$ cat config.mk
export PLATFORM = sky130hd
export DESIGN_NAME = spi_slave_phy
export DESIGN_NICKNAME = d
export VERILOG_FILES = /design/src/rtl/spi_phy_pkg.sv /design/src/rtl/spi_sync_edge.sv /design/src/rtl/spi_slave_phy.sv
export SDC_FILE = /design/constraint.sdc
export NUM_CORES = 1
export LEC_CHECK = 0
export ABC_CLOCK_PERIOD_IN_PS = 1700
export BUFFER_PORTS_ARGS = -buffer_cell sky130_fd_sc_hd__clkbuf_2
export CORE_MARGIN = 2
export CORE_UTILIZATION = 49
export CTS_CLUSTER_SIZE = 12
export DETAILED_ROUTE_END_ITERATION = 6
export GPL_TIMING_DRIVEN = 0
export PLACE_DENSITY = 0.75
export SLEW_MARGIN = 0
export SYNTH_ARGS = -nofsm -noshare
export SYNTH_HDL_FRONTEND = slang
export SYNTH_SLANG_ARGS = --single-unit
$ cat constraint.sdc
create_clock -name clk -period 1.7 [get_ports clk]
set_clock_uncertainty 0.15 [all_clocks]
set_input_delay 0.085 -clock clk [delete_from_list [all_inputs] [get_ports clk]]
set_output_delay 0.085 -clock clk [all_outputs]
set_load 0.005 [all_outputs]
$ cat src/rtl/spi_phy_pkg.sv
// Shared definitions for the SPI slave PHY: default word width, FSM state
// type and error-counter width.
package spi_phy_pkg;

  localparam int WORD_W_DEF = 16;
  localparam int ERR_CNT_W  = 8;

  localparam logic [ERR_CNT_W-1:0] ERR_CNT_MAX = '1;

  typedef enum logic {
    IDLE   = 1'b0,
    ACTIVE = 1'b1
  } spi_state_e;

  // Saturating increment used by the optional abort counter.
  function automatic logic [ERR_CNT_W-1:0] sat_inc(input logic [ERR_CNT_W-1:0] val);
    return (val == ERR_CNT_MAX) ? val : val + 1'b1;
  endfunction

endpackage

$ cat src/rtl/spi_sync_edge.sv
// Multi-flop synchronizer for one asynchronous SPI pin, followed by one
// extra flop so that rising and falling edges of the synchronized level can
// be detected in the clk domain. RESET_VAL sets the idle level seen by the
// chain after reset.
module spi_sync_edge #(
  parameter int   SYNC_STAGES = 2,
  parameter logic RESET_VAL   = 1'b0
) (
  input  logic clk,
  input  logic rst_n,
  input  logic din,
  output logic level,
  output logic rise,
  output logic fall
);

  logic sync_reg [SYNC_STAGES];
  logic prev_reg;

  // Synchronizer chain plus the edge-detect delay flop.
  always_ff @(posedge clk or negedge rst_n) begin
    if (!rst_n) begin
      for (int i = 0; i < SYNC_STAGES; i++) begin
        sync_reg[i] <= RESET_VAL;
      end
      prev_reg <= RESET_VAL;
    end else begin
      sync_reg[0] <= din;
      for (int i = 1; i < SYNC_STAGES; i++) begin
        sync_reg[i] <= sync_reg[i-1];
      end
      prev_reg <= sync_reg[SYNC_STAGES-1];
    end
  end

  assign level = sync_reg[SYNC_STAGES-1];
  assign rise  = sync_reg[SYNC_STAGES-1] & ~prev_reg;
  assign fall  = ~sync_reg[SYNC_STAGES-1] & prev_reg;

endmodule

$ cat src/rtl/spi_slave_phy.sv
// SPI mode-0 slave PHY, oversampled by clk (clk >= 8x spi_scl).
// Receives WORD_W-bit words MSB first, transmits tx_data MSB first, and
// reports frame boundaries. Optional abort counter enabled by defining
// SPI_SLAVE_PHY_ERR_CNT_EN; without it err_cnt is tied to 0.
module spi_slave_phy
  import spi_phy_pkg::*;
#(
  parameter int WORD_W      = WORD_W_DEF,
  parameter int SYNC_STAGES = 2
) (
  input  logic                 clk,
  input  logic                 rst_n,
  input  logic                 spi_scl,
  input  logic                 spi_sdi,
  output logic                 spi_sdo,
  input  logic                 spi_sel,
  output logic [WORD_W-1:0]    rx_data,
  output logic                 rx_valid,
  input  logic [WORD_W-1:0]    tx_data,
  output logic                 tx_load,
  output logic                 frame_start,
  output logic                 frame_end,
  output logic [ERR_CNT_W-1:0] err_cnt
);

  localparam int CNT_W = (WORD_W > 2) ? $clog2(WORD_W) : 1;
  localparam logic [CNT_W-1:0] LAST_BIT = CNT_W'(WORD_W - 1);

  // Synchronized pin views
  logic scl_level, scl_rise, scl_fall;
  logic sel_level, sel_rise, sel_fall;
  logic sdi_s, sdi_rise, sdi_fall;

  spi_sync_edge #(.SYNC_STAGES(SYNC_STAGES), .RESET_VAL(1'b0)) u_sync_scl (
    .clk   (clk),
    .rst_n (rst_n),
    .din   (spi_scl),
    .level (scl_level),
    .rise  (scl_rise),
    .fall  (scl_fall)
  );

  // Chip select idles high so reset release never looks like a select.
  spi_sync_edge #(.SYNC_STAGES(SYNC_STAGES), .RESET_VAL(1'b1)) u_sync_sel (
    .clk   (clk),
    .rst_n (rst_n),
    .din   (spi_sel),
    .level (sel_level),
    .rise  (sel_rise),
    .fall  (sel_fall)
  );

  spi_sync_edge #(.SYNC_STAGES(SYNC_STAGES), .RESET_VAL(1'b0)) u_sync_sdi (
    .clk   (clk),
    .rst_n (rst_n),
    .din   (spi_sdi),
    .level (sdi_s),
    .rise  (sdi_rise),
    .fall  (sdi_fall)
  );

  // Only scl/sel edges and the sdi level are needed here.
  logic unused_sync;
  assign unused_sync = ^{scl_level, sel_level, sdi_rise, sdi_fall};

  spi_state_e        state_reg;
  logic [CNT_W-1:0]  bit_cnt_reg;
  logic [WORD_W-2:0] rx_shift_reg;
  logic [WORD_W-1:0] tx_shift_reg;
  logic [WORD_W-1:0] rx_data_reg;
  logic              rx_valid_reg;
  logic              tx_load_reg;
  logic              frame_start_reg;
  logic              frame_end_reg;

  logic              last_bit;
  logic [WORD_W-1:0] rx_next;

  assign last_bit = (bit_cnt_reg == LAST_BIT);
  assign rx_next  = {rx_shift_reg, sdi_s};

  // Frame FSM with receive/transmit shifters and registered pulse outputs.
  always_ff @(posedge clk or negedge rst_n) begin
    if (!rst_n) begin
      state_reg       <= IDLE;
      bit_cnt_reg     <= '0;
      rx_shift_reg    <= '0;
      tx_shift_reg    <= '0;
      rx_data_reg     <= '0;
      rx_valid_reg    <= 1'b0;
      tx_load_reg     <= 1'b0;
      frame_start_reg <= 1'b0;
      frame_end_reg   <= 1'b0;
    end else begin
      rx_valid_reg    <= 1'b0;
      tx_load_reg     <= 1'b0;
      frame_start_reg <= 1'b0;
      frame_end_reg   <= 1'b0;

      // tx_data is captured at the end of the cycle tx_load is high. The
      // scl fall right after a word boundary (counter back at 0) must not
      // shift, otherwise the freshly loaded MSB is lost before the master
      // samples it on the next rise.
      if (state_reg == ACTIVE) begin
        if (tx_load_reg) begin
          tx_shift_reg <= tx_data;
        end else if (scl_fall && (bit_cnt_reg != '0)) begin
          tx_shift_reg <= {tx_shift_reg[WORD_W-2:0], 1'b0};
        end
      end

      case (state_reg)
        IDLE: begin
          if (sel_fall) begin
            state_reg       <= ACTIVE;
            frame_start_reg <= 1'b1;
            tx_load_reg     <= 1'b1;
            bit_cnt_reg     <= '0;
            rx_shift_reg    <= '0;
          end
        end
        ACTIVE: begin
          if (scl_rise) begin
            rx_shift_reg <= rx_next[WORD_W-2:0];
            if (last_bit) begin
              bit_cnt_reg  <= '0;
              rx_data_reg  <= rx_next;
              rx_valid_reg <= 1'b1;
              tx_load_reg  <= 1'b1;
            end else begin
              bit_cnt_reg <= bit_cnt_reg + 1'b1;
            end
          end
          // Deselect ends the frame; a completing last bit in the same
          // cycle has already been captured above, anything partial is lost.
          if (sel_rise) begin
            state_reg     <= IDLE;
            frame_end_reg <= 1'b1;
            bit_cnt_reg   <= '0;
            rx_shift_reg  <= '0;
            tx_shift_reg  <= '0;
          end
        end
        default: state_reg <= IDLE;
      endcase
    end
  end

  assign spi_sdo     = tx_shift_reg[WORD_W-1];
  assign rx_data     = rx_data_reg;
  assign rx_valid    = rx_valid_reg;
  assign tx_load     = tx_load_reg;
  assign frame_start = frame_start_reg;
  assign frame_end   = frame_end_reg;

`ifdef SPI_SLAVE_PHY_ERR_CNT_EN
  logic                 abort;
  logic [ERR_CNT_W-1:0] err_cnt_reg;

  assign abort = (state_reg == ACTIVE) && sel_rise && (bit_cnt_reg != '0) &&
                 !(scl_rise && last_bit);

  // Saturating count of words cut short by deselect.
  always_ff @(posedge clk or negedge rst_n) begin
    if (!rst_n) begin
      err_cnt_reg <= '0;
    end else if (abort) begin
      err_cnt_reg <= sat_inc(err_cnt_reg);
    end
  end

  assign err_cnt = err_cnt_reg;
`else
  assign err_cnt = '0;
`endif

endmodule

# Yosys cells after proc, flatten, opt, wreduce, memory -nomap -nowiden
# Index checks and enable logic that the tools add are counted.
dict set report word_totals {
  ff_bits 64
  output_inout_bits 29
  word_cells 58
}
dict set report classes {
  eq_ne 3
  bitwise_logic 9
  n_reduce_logical 4
  addsub 1
  n_mux 24
}
# op n
set ops {}
lappend ops {{two-way mux 16 bit} 5}
lappend ops {{two-way mux 15 bit} 3}
lappend ops {{one-hot mux 15 bit (2 select lines)} 1}
lappend ops {{two-way mux 4 bit} 4}
lappend ops {{two-way mux 1 bit} 8}
lappend ops {{one-hot mux 4 bit (2 select lines)} 1}
lappend ops {{inverter 1 bit} 5}
lappend ops {{adder 4 x 1 -> 4 bit (second input constant)} 1}
lappend ops {{bitwise AND 1 bit} 4}
lappend ops {{== test 4 bit (second input constant)} 1}
lappend ops {{one-hot mux 1 bit (2 select lines)} 2}
lappend ops {{nonzero test 4 bit} 1}
lappend ops {{!= test 3 bit (second input constant)} 1}
lappend ops {{AND reduction 3 bit} 1}
lappend ops {{!= test 2 bit (second input constant)} 1}
lappend ops {{AND reduction 2 bit} 1}
lappend ops {{logical AND 1 bit} 1}

# Depth between registers and ports, before layout
# Gate-level depths: netlist of run 1.
dict set report logic_depth {
  word_depth 8
  depth_mapped 7
  depth_no_buf 5
}

# Modules after synthesis
# A second synthesis of run 1 with hierarchy kept.
dict set report unflattened {
  hier_cells 269
  area_unflattened_um2 2997.9
}
# module n_inst cells_each area_per_inst_um2 seq_area_each_um2
set modules_own_cells {}
lappend modules_own_cells {spi_slave_phy 1 254 2723.9 1401.3}
lappend modules_own_cells {{spi_sync_edge at u_sync_scl ...} 2 5 90.1 75.1}
lappend modules_own_cells {{spi_sync_edge at u_sync_sel} 1 5 93.8 78.8}

# Least setup slack after synthesis of run 1
# OpenSTA, ideal clock, no wires.
dict set report synth_timing {
  kind {reg2reg}
  startpoint {register bit_cnt_reg[0]}
  endpoint {register tx_shift_reg[9]}
  n_path_buf 1
  arrival_ps 1581
  setup_slack_ps -157
  stages_incl_launch_ff 7
  synth_period_minus_slack_ps 1857
  required_ps 1424
  path_cell_list {dfrtp_1 -> inv_1 -> ha_1 -> a311o_1 -> buf_6 -> a31o_4 -> a221o_1}
}
dict set report synth_between {
  elab_chain_len 7
}
# element line_no
set synth_lines {}
lappend synth_lines {{start, declared} spi_slave_phy.sv:67} ;# logic [CNT_W-1:0] bit_cnt_reg;
lappend synth_lines {{start signal, assigned} spi_slave_phy.sv:131} ;# bit_cnt_reg <= bit_cnt_reg + 1'b1;
lappend synth_lines {{nonzero test 4 bit *} spi_slave_phy.sv:107} ;# end else if (scl_fall && (bit_cnt_reg != '0)) begin
lappend synth_lines {{logical AND 1 bit *} spi_slave_phy.sv:107}
lappend synth_lines {{two-way mux 16 bit *} spi_slave_phy.sv:107}
lappend synth_lines {{two-way mux 16 bit *} spi_slave_phy.sv:105} ;# if (tx_load_reg) begin
lappend synth_lines {{two-way mux 16 bit *} spi_slave_phy.sv:104} ;# if (state_reg == ACTIVE) begin
lappend synth_lines {{two-way mux 16 bit} spi_slave_phy.sv:136} ;# if (sel_rise) begin
lappend synth_lines {{two-way mux 16 bit *} spi_slave_phy.sv:112} ;# case (state_reg)
lappend synth_lines {{end signal, assigned} spi_slave_phy.sv:106} ;# tx_shift_reg <= tx_data;
lappend synth_lines {{end signal, assigned} spi_slave_phy.sv:108} ;# tx_shift_reg <= {tx_shift_reg[WORD_W-2:0], 1'b0};
lappend synth_lines {{end, declared} spi_slave_phy.sv:69} ;# logic [WORD_W-1:0] tx_shift_reg;
# Mark *: on every way between the ends. The rest lies on a longest branch, timed or not.
# A chain may end at the register's enable or synchronous reset.

# Worst setup path in the final report of run 1
dict set report layout_timing {
  startpoint {register bit_cnt_reg[0]}
  endpoint {register tx_shift_reg[11]}
}
# Same word-level chain as after synthesis.

==> results of run 1 <==
cells in the mapped netlist (2+ instances only):
cell type	count	area, um2
a221o_1	7	70.1
a32oi_1	8	70.1
and3_1	8	50.1
buf_1	2	7.51
buf_2	5	25.0
buf_4	8	60.1
clkbuf_1	6	22.5
dfrtp_1	61	1530
dfstp_2	3	78.8
ha_1	2	25.0
inv_1	20	75.1
inv_2	2	7.51
mux2_2	16	180
mux2i_1	8	80.1
nand2_1	3	11.3
nand2b_1	2	12.5
nand3_1	3	15.0
nand4_1	18	113
nor2_1	4	15.0
o211ai_1	2	15.0
o21ai_0	25	125
or3_1	2	12.5
cells by family after synthesis:
group	after synthesis	share of synthesized area
other	1	0.00139
flip-flops	64	0.597
AO/OA/AOI/OAI	46	0.120
AND/OR/NAND/NOR	45	0.0977
multiplexers	24	0.0968
buffers and inverters	44	0.0777
adder cells (fa/ha/maj)	2	0.00931
area by class of cell:
type | count | area, um2
Multi-Input combinational cell | 125 | 1030
Sequential cell | 64 | 1610
Buffer | 20 | 150
Clock inverter | 3 | 40.0
Clock buffer | 13 | 159
Fill cell | 349 | 1460
Tap cell | 70 | 87.6
Timing Repair Buffer | 80 | 591
Inverter | 22 | 82.6
where the power goes:
part           internal [mW]  switching (mW)  total [mW]
Sequential              1.62          0.0711        1.69
Combinational          0.235           0.232       0.467
Clock                  0.754           0.553        1.31
worst max-delay path: cells and delay by family, from the launching register on:
family                   cells  cell delay (ns)
flip-flops                   1             0.42
adder cells (fa/ha/maj)      1             0.15
AO/OA/AOI/OAI                3             0.85
buffers and inverters        2             0.20
per-stage QoR:
step	area (um2)	util	setup slack, ns	TNS, ns
finish	3750	0.720	-0.182	-2.16
global route	3750	0.720	-0.256	-4.50
CTS	3690	0.709	-0.175	-2.11
detailed placement	3030	0.582	-0.488	-11.82
global placement	3030	0.581	-0.380	-9.23
floorplan	2730	-	-0.134	-0.973
per-layer routing:
| layer | part of all wire | track usage | vias to the layer above |
|---|---|---|---|
| met2 | 0.49 | 0.343 | 58 |
| met3 | 0.042 | 0.0471 | 22 |
| met4 | 0.032 | 0.123 | 0 |
| li1 | - | - | 994 |
| met5 | 0 | 0 | - |
| met1 | 0.44 | 0.282 | 1015 |
repair_timing:
action / in CTS / in global routing
setup buffers: 17 / 2
setup endpoints to repair: 51 / 52
pin swaps: 5 / 3
hold endpoints to repair: 80 / 0
cloned: 1 / 0
resized for setup: 37 / 26
hold buffers: 20 / 0
worst max path at each step:
| stage | slack (ns) | from | cells past startpoint | end |
|---|---|---|---|---|
| final | -0.18 | bit_cnt_reg[0]$_DFFE_PN0P_ | 6 | tx_shift_reg[11]$_DFF_PN0_ |
| after global placement | -0.38 | u_sync_sel.level$_DFF_PN1_ | 5 | rx_shift_reg[13]$_DFFE_PN0P_ |
| after global routing | -0.26 | bit_cnt_reg[0]$_DFFE_PN0P_ | 7 | tx_shift_reg[12]$_DFF_PN0_ |
| after CTS | -0.17 | bit_cnt_reg[0]$_DFFE_PN0P_ | 6 | tx_shift_reg[14]$_DFF_PN0_ |
| after floorplan | -0.13 | bit_cnt_reg[0]$_DFFE_PN0P_ | 6 | tx_shift_reg[9]$_DFF_PN0_ |
| after detailed placement | -0.49 | u_sync_sel.level$_DFF_PN1_ | 5 | rx_shift_reg[13]$_DFFE_PN0P_ |
==> metrics.txt, run 1 <==
first-pass GRT wire length approximately 10 mm; Final Wtd Congestion around 0.73; Largest stage delay, worst path ~0.42 ns; Rel. slew slack 0.445; clock insertion delay at the later pin of the skew report approximately 0.33 ns; Non-Filler Instances around 400; Top FF cell, synth dfrtp_1; post-synthesis cell type count 33; commonest non-fill, non-tap cells in the layout 61 x dfrtp_1, 42 x clkbuf_2, 25 x buf_4, 20 x dlygate4sd3_1, 19 x inv_1; RR Startpoint bit_cnt_reg[0]$_DFFE_PN0P_; RSZ-0062 raised after global routing yes; register area share after synthesis 0.597; P_leak about 1.9 nW; failing checks setup timing; Worst-Margin Slew 0.832 ns; outcome finished, violations left; Reg clk slew, reported paths roughly 0.070 ns; pwr/cell area about 920 nW/um2; # clock sinks 64; CP cell instances inv_2 > ha_4 > a311o_1 > buf_6 > a31o_4 > a221o_1; r2r setup slk -0.18 ns; pin count of the biggest net entering global routing 65; Max VDD drop 0.000704 V; global-route usage over all layers 0.218; Layout area overhead 39.5%; RR Endpoint tx_shift_reg[11]$_DFF_PN0_; CTS H-Tree Depth 3; number of I/O pins 50; cell area after synthesis around 2700 um2; TritonCTS Buffers 9; Final Worst Setup Slack -0.182 ns; vias between 2k and 2.5k; fin nets around 350; drt pass-1 iters 4; fin crit period 1.88 ns; CP Launch Type register; DP Wirelength ~3.3 mm; commonest non-fill, non-tap cell in the layout dfrtp_1; Async SR Flop Fraction 1.00; Fmax between 500 and 600 MHz; slowest CP cell dfrtp_1; Final setup viols 31; antenna violations before repair 0; Avg Inst Size Synth 11.9 um2; crit end category register; DIE HEIGHT between 70 and 80 um; Max Cap Violations 0; clk buf depth 2; grt ovf 0; row cnt 26; number of global-route vias before repair roughly 2.1k; DP Cell Count between 300 and 400; DR WL/cell between 15 and 20 um; clock tree from TritonCTS done; vias per cell between 5 and 6; Hold Path Class reg -> reg; #FFs+latches synth 64; crit share post-route 1.11; Starting Density 0.517; hold-critical path endpoint u_sync_scl.level$_DFF_PN0_; die width around 78 um; diode count 0; critical path class reg -> reg; antenna viol nets, final 0; crit path max fanout 8; WHS Path Cells 0; Post-synth EDFFs 0; Worst Path Arrival approximately 2.0 ns; HP Start u_sync_scl.sync_reg[1]$_DFF_PN0_; die area around 6100 um2; Tot Pwr 3.46 mW; total length of routed wires between 5 and 6 mm; core box area ~5200 um2; final hold violation count 0; data required time of the worst path between 1.5 and 2 ns; hold_ws 0.204 ns; IO buf count 41; depth of the worst register-to-register path 6; Syn. warnings 0; DRC viols 0; Slew Limit Fails 0; 1st-iter DRT viols roughly 170; synthesized instance count 226; fraction of layout instances using a drive strength above 1 0.398; CTS Root Cell clkbuf_8
Note: power is estimated with default switching activity, not from simulation.
==> run 2, diff against run 1 <==
--- a/config.mk
+++ b/config.mk
@@ -8,12 +8,13 @@
 export ABC_CLOCK_PERIOD_IN_PS = 1700
 export BUFFER_PORTS_ARGS = -buffer_cell sky130_fd_sc_hd__clkbuf_2
 export CORE_MARGIN = 2
-export CORE_UTILIZATION = 49
+export CORE_UTILIZATION = 50
 export CTS_CLUSTER_SIZE = 12
 export DETAILED_ROUTE_END_ITERATION = 6
 export GPL_TIMING_DRIVEN = 0
-export PLACE_DENSITY = 0.75
+export PLACE_DENSITY = 0.84
 export SLEW_MARGIN = 0
 export SYNTH_ARGS = -nofsm -noshare
 export SYNTH_HDL_FRONTEND = slang
+export SYNTH_HIERARCHICAL = 1
 export SYNTH_SLANG_ARGS = --single-unit
==> run 2 against run 1 <==
  * The run still ends with setup timing left
  * Global-route usage grew 0.40 points
  * Worst hold slack is essentially flat
  * Count of clock-buffer cells in the layout shrank 2
  * Total power grew 27%
  * Register-to-register slack gained 0.02 ns
  * Synthesized cell count grew 18%
  * Critical path type unchanged
  * Highest routed layer unchanged
==> metrics.txt, run 2 <==
met3 Resource Use GR 0.0678 (+0.0207); Worst-Margin Slew 0.865 ns (+0.0334 ns); GR peak layer met2; pwr/cell area 1090 nW/um2 (+18%); WHS Path Cells 0 (unchanged); DR WL/cell 15.5 um (+3.3%); die area 6550 um2 (+7.4%); clk buf depth 2 (unchanged); fin nets 392 (+14%); hold_ws 0.204 ns (-0.000220 ns); failing checks setup timing; IO buf count 41 (unchanged); pin count of the biggest net entering global routing 65 (unchanged); DP Wirelength 4.01 mm (+20%); met2 usage 0.402 (+0.0594); area of the multi-input gates 1330 um2 (+29%); crit share post-route 1.09 (-0.0137); fin util 0.694 (-0.0264); RSZ-0062 raised after global routing yes; Fmax 538 MHz (+1.3%); Reg area 1610 um2 (about the same); CTS H-Tree Depth 3 (unchanged); RR Endpoint tx_shift_reg[10]$_DFF_PN0_; Final Wtd Congestion 0.792 (+8.2%); die width 80.9 um (+3.6%); hold-critical path endpoint u_sync_sdi/level$_DFF_PN0_; Syn. warnings 6 (+6); outcome finished, violations left; critical path class reg -> reg; final hold violation count 0 (unchanged); Rel. slew slack 0.423 (-0.0222); fraction of layout instances using a drive strength above 1 0.412 (+0.0142); clock tree from TritonCTS done; Reg clk slew, reported paths 0.07 ns (about the same); CP Launch Type register; Final setup viols 16 (-48%); DIE HEIGHT 80.9 um (+3.6%); global-route usage over all layers 0.222 (+0.00403); cell area after synthesis 2960 um2 (+10%); setup_tns -2.08 ns (+0.0807 ns); Max VDD drop 0.000730 V (+3.6%); commonest non-fill, non-tap cells in the layout 60 x dfrtp_1, 43 x clkbuf_2, 32 x buf_4, 21 x nand2_1, 20 x dlygate4sd3_1; depth of the worst register-to-register path 5 (-1); number of global-route vias before repair 2491 (+16%); number of I/O pins 50 (unchanged); commonest non-fill, non-tap cell in the layout dfrtp_1; Max Cap Violations 0 (unchanged); Avg Inst Size Synth 11.1 um2 (-6.5%); # clock sinks 64 (unchanged); P_leak 1.92 nW (+3.5%); HP Start u_sync_sdi/sync_reg[1]$_DFF_PN0_; first-pass GRT wire length 11.1 mm (+7.7%); Worst Path Arrival 1.97 ns (+0.02 ns); drt pass-1 iters 4 (unchanged); antenna violations before repair 0 (unchanged); Slew Limit Fails 0 (unchanged); crit path max fanout 8 (unchanged); grt met1 use 0.250 (-0.0315); Starting Density 0.509 (-0.00798); Final Worst Setup Slack -0.159 ns (+0.0233 ns); vias per cell 5.36 (+1.9%); row cnt 28 (+7.7%); synthesized instance count 266 (+18%); crit end category register; antenna viol nets, final 0 (unchanged); total length of routed wires 6.98 mm (+17%); 1st-iter DRT viols 93 (-44%); grt ovf 0 (unchanged); Hold Path Class reg -> reg; data required time of the worst path 1.81 ns (+0.04 ns); clock insertion delay at the later pin of the skew report 0.34 ns (about the same); r2r setup slk -0.16 ns (+0.02 ns); core box area 5820 um2 (+12%); diode count 0 (unchanged); RR Startpoint bit_cnt_reg[1]$_DFFE_PN0P_; DRC viols 0 (unchanged); fin crit period 1.86 ns (-0.0233 ns); fillers 429 (+23%); TritonCTS Buffers 9 (unchanged); CTS Root Cell clkbuf_8; Layout area overhead 36.5%; vias 2407 (+15%)
## run 2: how the worst max path moves through the flow
stage / from / end / slack (ns) / cells past startpoint
5_1_grt: bit_cnt_reg[0]$_DFFE_PN0P_ / tx_shift_reg[12]$_DFF_PN0_ / -0.22 / 5
2_1_floorplan: bit_cnt_reg[1]$_DFFE_PN0P_ / tx_shift_reg[10]$_DFF_PN0_ / -0.09 / 5
3_3_place_gp: u_sync_sel/prev_reg$_DFF_PN1_ / tx_shift_reg[2]$_DFF_PN0_ / -0.27 / 5
4_1_cts: bit_cnt_reg[1]$_DFFE_PN0P_ / tx_shift_reg[10]$_DFF_PN0_ / -0.16 / 5
3_5_place_dp: u_sync_sel/prev_reg$_DFF_PN1_ / tx_shift_reg[2]$_DFF_PN0_ / -0.29 / 5
6_report: bit_cnt_reg[1]$_DFFE_PN0P_ / tx_shift_reg[10]$_DFF_PN0_ / -0.16 / 5
## run 2: power by group
group	total [mW]	switching (mW)	leakage (nW)	internal (mW)
clock	1.15	0.588	0.0813	0.563
combinational	1.34	0.620	1.01	0.716
sequential	1.92	0.169	0.820	1.76
total	4.41	1.38	1.92	3.03
## run 2: metal layers
metal / vias up / routed length (um)
met5: - / 0
met4: 0 / 80
met3: 13 / 319
met2: 77 / 3750
met1: 1188 / 2830
li1: 1129 / -
## run 2: cell type report
class	count	area share
clock inverter	5	0.00806
tap	75	0.0232
inverter	14	0.0130
buffer	22	0.0387
multi-input combinational	172	0.330
timing repair buffer	86	0.154
clock buffer	11	0.0350
sequential	64	0.398
## run 2: stage by stage
stage	setup slack [ns]	instance area, um2	total power [mW]	instances
after floorplan	-0.0893	2990	2.66	273
after global placement	-0.268	3290	2.85	389
after detailed placement	-0.292	3290	2.93	389
after CTS	-0.159	3880	4.32	439
after global routing	-0.225	4040	4.66	449
final	-0.159	4040	4.41	449
## run 2: critical path, stage by stage (launching register included)
cell and delay (ns):
dfrtp_1 0.39, inv_2 0.10, ha_4 0.14, or3b_4 0.40
a211o_4 0.41, o221ai_2 0.18
## run 2: what timing repair did
action / 4_1_cts / 5_1_grt
hold endpoints to repair: 80 / 0
setup endpoints to repair: 41 / 46
hold buffers: 20 / 0
pin swaps: 12 / 5
setup buffers: 14 / 11
gates resized for setup: 28 / 23
cloned: 0 / 1
==> run 3, diff against run 2 <==
--- a/config.mk
+++ b/config.mk
@@ -8,7 +8,7 @@
 export ABC_CLOCK_PERIOD_IN_PS = 1700
 export BUFFER_PORTS_ARGS = -buffer_cell sky130_fd_sc_hd__clkbuf_2
 export CORE_MARGIN = 2
-export CORE_UTILIZATION = 50
+export CORE_UTILIZATION = 49
 export CTS_CLUSTER_SIZE = 12
 export DETAILED_ROUTE_END_ITERATION = 6
 export GPL_TIMING_DRIVEN = 0
@@ -16,5 +16,5 @@
 export SLEW_MARGIN = 0
 export SYNTH_ARGS = -nofsm -noshare
 export SYNTH_HDL_FRONTEND = slang
-export SYNTH_HIERARCHICAL = 1
 export SYNTH_SLANG_ARGS = --single-unit
+export TNS_END_PERCENT = 5
==> run 3 against run 2 <==
  * The run still ends with setup timing left
  * Sequential share of layout area is 4.3 points higher
  * Combinational power is 68% lower
  * Cell count is 13% lower
  * Critical path depth stayed put
  * Core utilization is 0.47 points higher
  * Total power is 21% lower
  * Clock power is 20% higher
  * Die area is 6.9% lower
  * Via count is 14% lower
  * Sequential power is 12% lower
  * Design area is 9.9% lower
==> metrics.txt, run 3 (synthesis gave the netlist of run 1 again) <==
outcome finished, violations left; failing checks setup timing; global-route usage over all layers 0.199 (-0.0233); final hold violation count 0 (unchanged); slowest CP cell dfrtp_1; diode count 0 (unchanged); number of global-route vias before repair 1994 (-20%); grt ovf 0 (unchanged); data required time of the worst path 1.76 ns (-0.05 ns); IO buf count 41 (unchanged); critical path class reg -> reg; DR WL/cell 15.3 um (-1.9%); CP Launch Type register; vias 2073 (-14%); fin crit period 1.87 ns (+0.0101 ns); total length of routed wires 5.95 mm (-15%); pin count of the biggest net entering global routing 65 (unchanged); Hold Path Class reg -> reg; die area 6100 um2 (-6.9%); P_leak 1.80 nW (-5.8%); CP cell instances inv_2 > ha_4 > a311o_1 > a31o_4 > a221o_1; design area 3640 um2 (-9.9%); vias per cell 5.32 (-0.85%); number of I/O pins 50 (unchanged); Max Cap Violations 0 (unchanged); crit end category register; core box area 5200 um2 (-10%); Logic pwr share 0.124 (-0.179); Fmax 535 MHz (-0.54%); die width 78.1 um (-3.5%); Worst-Margin Slew 0.837 ns (-0.0283 ns); drt pass-1 iters 4 (unchanged); crit share post-route 1.10 (+0.00593); crit path max fanout 8 (unchanged); commonest non-fill, non-tap cells in the layout 61 x dfrtp_1, 42 x clkbuf_2, 20 x dlygate4sd3_1, 18 x inv_1, 18 x nand4_1; CTS H-Tree Depth 3 (unchanged); Final Wtd Congestion 0.791 (about the same); Slew Limit Fails 0 (unchanged); Rel. slew slack 0.442 (+0.0189); # clock sinks 64 (unchanged); row cnt 26 (-7.1%); DP Wirelength 3.35 mm (-16%); Max VDD drop 0.000559 V (-23%); CTS Root Cell clkbuf_8; hold_ws 0.200 ns (-0.00440 ns); fraction of layout instances using a drive strength above 1 0.381 (-0.0305); 1st-iter DRT viols 192 (+110%); TritonCTS Buffers 9 (unchanged); RSZ-0062 raised after global routing yes; Tot Pwr 3.50 mW (-21%); part of the power in registers 0.483 (+0.047); Worst Path Arrival 1.93 ns (-0.04 ns); first-pass GRT wire length 9.39 mm (-15%); switch share 0.240 (-0.0724); clk buf depth 2 (unchanged); antenna viol nets, final 0 (unchanged); Layout area overhead 35.3%; pwr/cell area 963 nW/um2 (-12%); antenna violations before repair 0 (unchanged); Placement Cell Area 3010 um2 (-8.5%); Largest stage delay, worst path 0.41 ns (about the same); Starting Density 0.517 (+0.00798); fin nets 338 (-14%); Final setup viols 34 (+18); Reg clk slew, reported paths 0.07 ns (about the same); DIE HEIGHT 78.1 um (-3.5%); clock insertion delay at the later pin of the skew report 0.33 ns (about the same); DRC viols 0 (unchanged); NetSw 0.840 mW (-39%); Clock Power Share 0.393 (+0.132); Final Worst Setup Slack -0.169 ns (-0.0101 ns); commonest non-fill, non-tap cell in the layout dfrtp_1; clock tree from TritonCTS done; Pint 2.66 mW (-12%)
==> run 3: cell count changes in the layout (fill, tap and decap cells not counted), moves of 4 or more <==
cell,change
a31oi_1,-10
a32oi_1,+8
and3_1,+7
buf_4,-15
clkbuf_8,+4
inv_1,+6
mux2i_1,+6
nand2_1,-19
nand3_1,-14
nand4_1,+18
nor2b_1,-17
o21a_1,-7
o221ai_2,-7
==> run 3: path summary, 6_finish.rpt <==
path | startpoint | to | slack [ns] | depth (start not counted)
max in group asynchronous | rst_n | bit_cnt_reg[3]$_DFFE_PN0P_ | 0.59 | 2
min reg2reg | u_sync_scl.sync_reg[1]$_DFF_PN0_ | u_sync_scl.level$_DFF_PN0_ | 0.20 | 0
max reg2reg | bit_cnt_reg[1]$_DFFE_PN0P_ | tx_shift_reg[11]$_DFF_PN0_ | -0.17 | 5
min in group asynchronous | rst_n | tx_shift_reg[4]$_DFF_PN0_ | 0.27 | 2
min | u_sync_scl.sync_reg[1]$_DFF_PN0_ | u_sync_scl.level$_DFF_PN0_ | 0.20 | 0
max | bit_cnt_reg[1]$_DFFE_PN0P_ | tx_shift_reg[11]$_DFF_PN0_ | -0.17 | 5
==> run 3: power by group through the flow <==
stage | logic (mW) | clock network (mW) | registers [mW]
3_5_place_dp | 0.326 | 0 | 1.71
4_1_cts | 0.399 | 1.40 | 1.68
6_report | 0.435 | 1.38 | 1.69
5_1_grt | 0.484 | 1.47 | 1.70
3_3_place_gp | 0.313 | 0 | 1.71
2_1_floorplan | 0.214 | 0 | 1.69
==> run 3: what timing repair did <==
action | in CTS | in global routing
gates cloned | 0 | 1
setup buffers | 5 | 5
endpoints found under the hold margin | 80 | 0
gates resized for setup | 21 | 22
pin swaps | 5 | 6
endpoints found under the setup margin | 53 | 52
hold buffers | 20 | 0
==> run 3: cell type report <==
class	instances	area, um2
plain buffers	21	164
clock buffers	14	183
clock inverters	2	35.0
fillers	346	1570
inverters	22	82.6
multi-input cells	125	956
flip-flops and latches	64	1610
well taps	70	87.6
repair buffers	72	524
==> run 3: through the flow <==
| step | setup slack, ns | utilization | setup TNS, ns | cells |
|---|---|---|---|---|
| after floorplan | -0.135 | - | -2.12 | 233 |
| after global placement | -0.355 | 0.578 | -10.96 | 344 |
| after detailed placement | -0.387 | 0.579 | -12.22 | 344 |
| after CTS | -0.205 | 0.677 | -3.50 | 385 |
| after global routing | -0.205 | 0.699 | -5.71 | 390 |
| final | -0.169 | 0.699 | -4.09 | 390 |
==> run 3: layer usage <==
layer / track usage / wire [um] / part of all wire
met5: 0 / 0 / 0
met2: 0.318 / 3060 / 0.51
met4: 0.107 / 95 / 0.016
met3: 0.0333 / 222 / 0.037
met1: 0.261 / 2570 / 0.43
==> run 3: critical path: cells and delay by family (launching register included) <==
family	cells	cell delay [ns]
flops	1	0.41
buf+inv	1	0.08
compound gates	3	0.94
fa+ha+maj	1	0.16
